==> config.mk <==
export PLATFORM = sky130hd
export DESIGN_NAME = i2c_slave_responder
export DESIGN_NICKNAME = d
export VERILOG_FILES = /design/src/rtl/i2c_slave_responder.sv
export SDC_FILE = /design/constraint.sdc
export NUM_CORES = 1
export LEC_CHECK = 0
export BUFFER_PORTS_ARGS = -buffer_cell sky130_fd_sc_hd__buf_4
export CORE_ASPECT_RATIO = 0.6
export CORE_MARGIN = 1.5
export CORE_UTILIZATION = 40
export CTS_BUF_LIST = sky130_fd_sc_hd__clkbuf_8
export CTS_CLUSTER_SIZE = 16
export DETAILED_ROUTE_END_ITERATION = 8
export PLACE_DENSITY = 0.69
export SKIP_CTS_REPAIR_TIMING = 1
export SYNTH_ARGS = -nofsm -noshare
export SYNTH_HDL_FRONTEND = slang
export SYNTH_SLANG_ARGS = --single-unit
==> constraint.sdc <==
create_clock -name clk_i -period 2 [get_ports clk_i]
set_input_delay 0.4 -clock clk_i [delete_from_list [all_inputs] [get_ports clk_i]]
set_output_delay 0.4 -clock clk_i [all_outputs]
set_load 0.03 [all_outputs]
==> src/rtl/i2c_slave_responder.sv <==
// i2c_slave_responder: single-address I2C target with a write strobe and a clock-stretched read handshake
module i2c_slave_responder #(
  parameter int I2C_ADDR_WIDTH = 7,
  parameter int I2C_DATA_WIDTH = 8,
  parameter logic [I2C_ADDR_WIDTH-1:0] SLAVE_ADDRESS = 7'h22,
  parameter int SYNC_STAGES = 2
) (
  input  logic clk_i,
  input  logic rst_i,
  input  logic scl_i,
  input  logic sda_i,
  output logic scl_o,
  output logic sda_o,
  output logic start_o,
  output logic stop_o,
  output logic op_o,
  output logic [I2C_DATA_WIDTH-1:0] wr_data_o,
  output logic wr_valid_o,
  output logic rd_req_o,
  input  logic [I2C_DATA_WIDTH-1:0] rd_data_i,
  input  logic rd_valid_i,
  output logic busy_o
);
  localparam int W = I2C_DATA_WIDTH;
  typedef enum logic [3:0] {IDLE, ADDR, ADDR_ACK, WR_BYTE, WR_ACK, RD_WAIT, RD_BYTE, RD_ACK, SKIP} state_t;
  state_t state;
  logic [SYNC_STAGES-1:0] scl_sync, sda_sync;
  logic scl_q, sda_q, scl_s, sda_s, scl_rise, scl_fall, start_det, stop_det;
  logic [2:0] cnt;
  logic [W-1:0] sh;
  assign scl_s = scl_sync[SYNC_STAGES-1];
  assign sda_s = sda_sync[SYNC_STAGES-1];
  assign scl_rise = scl_s & ~scl_q;
  assign scl_fall = ~scl_s & scl_q;
  assign start_det = scl_s & sda_q & ~sda_s;
  assign stop_det = scl_s & ~sda_q & sda_s;
  always_ff @(posedge clk_i or posedge rst_i)
    if (rst_i) begin
      scl_sync <= '1;
      sda_sync <= '1;
      scl_q <= 1'b1;
      sda_q <= 1'b1;
    end else begin
      scl_sync <= {scl_sync[SYNC_STAGES-2:0], scl_i};
      sda_sync <= {sda_sync[SYNC_STAGES-2:0], sda_i};
      scl_q <= scl_s;
      sda_q <= sda_s;
    end
  // the bit counter wraps to 0 after every byte, so only START has to clear it
  always_ff @(posedge clk_i or posedge rst_i)
    if (rst_i) begin
      state <= IDLE;
      cnt <= '0;
      sh <= '0;
      scl_o <= 1'b1;
      sda_o <= 1'b1;
      start_o <= 1'b0;
      stop_o <= 1'b0;
      op_o <= 1'b0;
      wr_data_o <= '0;
      wr_valid_o <= 1'b0;
      rd_req_o <= 1'b0;
      busy_o <= 1'b0;
    end else begin
      start_o <= 1'b0;
      stop_o <= 1'b0;
      wr_valid_o <= 1'b0;
      if (stop_det) begin
        state <= IDLE;
        sda_o <= 1'b1;
        scl_o <= 1'b1;
        rd_req_o <= 1'b0;
        busy_o <= 1'b0;
        stop_o <= 1'b1;
      end else if (start_det) begin
        state <= ADDR;
        cnt <= '0;
        sda_o <= 1'b1;
        scl_o <= 1'b1;
        rd_req_o <= 1'b0;
        start_o <= 1'b1;
      end else
        case (state)
          ADDR: if (scl_rise) begin
            sh <= {sh[W-2:0], sda_s};
            cnt <= cnt + 3'd1;
            if (cnt == 3'd7) begin
              if (sh[W-2:0] == SLAVE_ADDRESS) begin
                op_o <= sda_s;
                busy_o <= 1'b1;
                state <= ADDR_ACK;
              end else
                state <= SKIP;
            end
          end
          // sda_o doubles as the ACK phase: first fall pulls low, second fall releases
          ADDR_ACK, WR_ACK: if (scl_fall) begin
            sda_o <= ~sda_o;
            if (!sda_o) begin
              state <= op_o ? RD_WAIT : WR_BYTE;
              rd_req_o <= op_o;
              scl_o <= ~op_o;
            end
          end
          WR_BYTE: if (scl_rise) begin
            sh <= {sh[W-2:0], sda_s};
            cnt <= cnt + 3'd1;
            if (cnt == 3'd7) begin
              wr_data_o <= {sh[W-2:0], sda_s};
              wr_valid_o <= 1'b1;
              state <= WR_ACK;
            end
          end
          RD_WAIT: if (rd_valid_i) begin
            sh <= rd_data_i;
            sda_o <= rd_data_i[W-1];
            rd_req_o <= 1'b0;
            scl_o <= 1'b1;
            state <= RD_BYTE;
          end
          RD_BYTE: if (scl_fall) begin
            sh <= sh << 1;
            sda_o <= (cnt == 3'd7) | sh[W-2];
            cnt <= cnt + 3'd1;
            if (cnt == 3'd7) state <= RD_ACK;
          end
          RD_ACK: if (scl_rise && sda_s) state <= SKIP;
            else if (scl_fall) begin
              state <= RD_WAIT;
              rd_req_o <= 1'b1;
              scl_o <= 1'b0;
            end
          default: ;
        endcase
    end
endmodule

==> impl_metrics.toml <==
[status]
status = "complete, but fails checks"
violations = "setup timing"

[timing]
setup_violations = 1
rsz0062_at_grt = "true"
timing.final.ws_setup_ns = -0.0471
fin_hold_ws_ns = 0.205
period_needed_ns = 2.05
tightest_slew_ns = 0.441
fin_skew_ns = 0.00527
max_freq_ghz = 0.488
fin_crit_sh_pct = 102
maxSlewViolCount = 0
hold_viol_final = 0
relSlewSlack_pct = 70.6

[power_and_ir_drop]
swShare_pct = 31.3
power-per-cell-area_nw_per_um2 = 878
peakVddDrop_mv = 0.529
internal-power_uw = 1480
leakage_uw = 0.00112
switching_power_uw = 674
sequentialPowerShare_pct = 45.1
clockPowerShare_pct = 29.1
combPwrFrac_pct = 25.8
power_uw = 2150

[global_routing]
grt_antenna_before_repair = 0
grt_max_degree = 37
grt_first_pass_wirelength_um = 7310
grt_pass1_vias = 1417
gr-usage-all-layers_pct = 18.6
grt_overflow_total = 0

[floorplanning]
core_sq_um = 4260
die_h_um = 55.6
fp-row-count = 18
dieArea_sq_um = 5040
die_w_um = 90.7
start_util_pct = 43.3
io_pins = 29

[setup_path]
crit_required_ns = 2.17
end_kind = "register"
worstSetupPathType = "register to register"
path_max_fanout = 5
start_kind = "register"
arrival_ns = 2.22

[final_layout]
syn2layout_area_growth_pct = 32.7
layout_commonest_cell = "buf_4"
nFillCells = 357
mostFrequentLayoutCells = "buf_4, dfrtp_1, o21ai_0"
finish.net_count = 245
antenna_cells = 0
drive_above_1_share_pct = 38.1
post-route-util_pct = 57.5

[synth]
ys_warn_count = 0
synth_xor_area_share_pct = 0
synth-adder-area-share_pct = 1.36
syn_nets = 194
ys.flop_type = "dfrtp_1"
ys_ff_latch = 36
syn-instance-count = 179
synth.distinct_cells = 49
synth.yosys.seq_area_share_pct = 49.4
synthMuxAreaShare_pct = 9.57
synth_top_family_by_area = "simple AND/OR/NAND/NOR gates"
synthSimpleGateAreaFrac_pct = 18.5
syn_area_sq_um = 1840
synthArstFlopShare_pct = 100
synth-compound-area-share_pct = 17.2
synth_edf_count = 0
syn_area_per_cell_sq_um = 10.3

[clock_network]
cts.sink_count = 36
cts.path.max_buffers = 2
htree_levels = 2
numCtsBuffers = 5
clock_latency_ns = 0.29
cts_tree = "yes"
clk_pin_slew_worst_paths_ns = 0.07
clock_tree.root_cell = "clkbuf_8"

[routing]
drtIter0Drc = 69
firstDrtPassIters = 4
route.detailed.drc = 0
wl_um = 4390
avgRoutedWirePerCell_um = 15.1
drt-vias-per-instance = 5.29
vias = 1538
ant_nets = 0

[place]
place.gp.congestion = 0.882
hpwl_um = 3240
portBuffers = 28

[run]
maxCapViolations = 0

[worst_hold_path]
hp-class = "primary input to asynchronous set/reset pin"
## layout make-up
class / instances / area (sq um) / share of cell area [%]
well taps: 60 / 75.1 / 3.07
multi-input cells: 126 / 908 / 37.1
clock inverters: 3 / 38.8 / 1.58
repair buffers: 54 / 418 / 17.1
clock buffers: 5 / 68.8 / 2.81
inverters: 7 / 26.3 / 1.07
flip-flops and latches: 36 / 912 / 37.3
## state kept, by name, indices dropped and copies added (netlist names)
signal	count
scl_sync	2
op_o	1
stop_o	1
busy_o	1
sh	7
sda_q	1
wr_data_o	8
sda_sync	2
sda_o	1
state	4
rd_req_o	1
cnt	3
wr_valid_o	1
scl_o	1
scl_q	1
start_o	1
## worst max-delay path: stages, from the launching register on
cell and delay [ns]:
dfstp_2 0.58, nor2b_4 0.16, nand4_1 0.14, or3_4 0.42, or3_4 0.35, mux2_4 0.30
## synth_stat cells (2+ instances only)
cell type  instances  area (sq um)
nor2b_1            7          43.8
mux2i_1            6          60.1
o21a_1             4          30.0
buf_2              2          10.0
nand2_1           15          56.3
nand4_1            3          18.8
nand3b_1           3          22.5
nor3_1             2          10.0
a211o_1            3          26.3
or4b_1             2          20.0
a21boi_0           2          15.0
o21ai_0           17          85.1
inv_1              7          26.3
ha_1               2          25.0
clkbuf_1           5          18.8
a22o_1             2          17.5
or3_1              2          12.5
nor3b_1            2          15.0
dfstp_2            8           210
o32ai_1            2          17.5
a21oi_1            9          45.0
nand3_1            3          15.0
mux2_2             9           101
dfrtp_1           28           701
nand2b_1           2          12.5
nor2_1             9          33.8
## metal layers
layer	routed length, um	global-route usage [%]	vias up
met4	10	3.63	0
met2	1790	24.1	53
met1	2310	30.4	733
met3	283	4.78	2
met5	0	0	-
li1	-	-	750
## per-stage QoR
| stage | worst slack, ns | instance area, sq um | instances | setup TNS (ns) |
|---|---|---|---|---|
| final | -0.0471 | 2450 | 291 | -0.0471 |
| after global placement | 0.0211 | 2270 | 281 | 0 |
| after CTS | -0.0718 | 2380 | 289 | -0.240 |
| after detailed placement | -0.0201 | 2270 | 281 | -0.0364 |
| after global routing | -0.0639 | 2450 | 291 | -0.308 |
| after floorplan | -0.0131 | 1870 | 179 | -0.0131 |
## logic make-up (layout without fill, tap and decap cells)
group / Yosys count / after routing
AOI/OAI and AO/OA: 49 / 49
DFF: 36 / 36
buffers and inverters: 17 / 69
adders and majority gates: 2 / 2
muxes: 16 / 16
and+or+nand+nor: 59 / 59
## power groups by stage
stage | clock (uW) | combinational (uW) | sequential, uW
global placement | 0 | 533 | 970
finish | 626 | 555 | 969
detailed placement | 0 | 546 | 976
floorplan | 0 | 361 | 933
CTS | 634 | 550 | 964
global route | 674 | 623 | 987
## path summary, 6_finish.rpt
kind,startpoint,endpoint,slack [ns],cells past startpoint
setup / recovery,scl_sync[1]$_DFF_PP1_,op_o$_DFFE_PP0P_,-0.05,5
hold / removal,rst_i,rd_req_o$_DFFE_PP0P_,0.20,3
setup reg to reg,scl_sync[1]$_DFF_PP1_,op_o$_DFFE_PP0P_,-0.05,5
hold reg to reg,sda_sync[0]$_DFF_PP1_,sda_sync[1]$_DFF_PP1_,0.36,0
max in group asynchronous,rst_i,state[1]$_DFFE_PP0P_,1.45,3
min in group clk_i,scl_i,scl_sync[0]$_DFF_PP1_,0.22,1
Power figures use the tool's default switching activity.
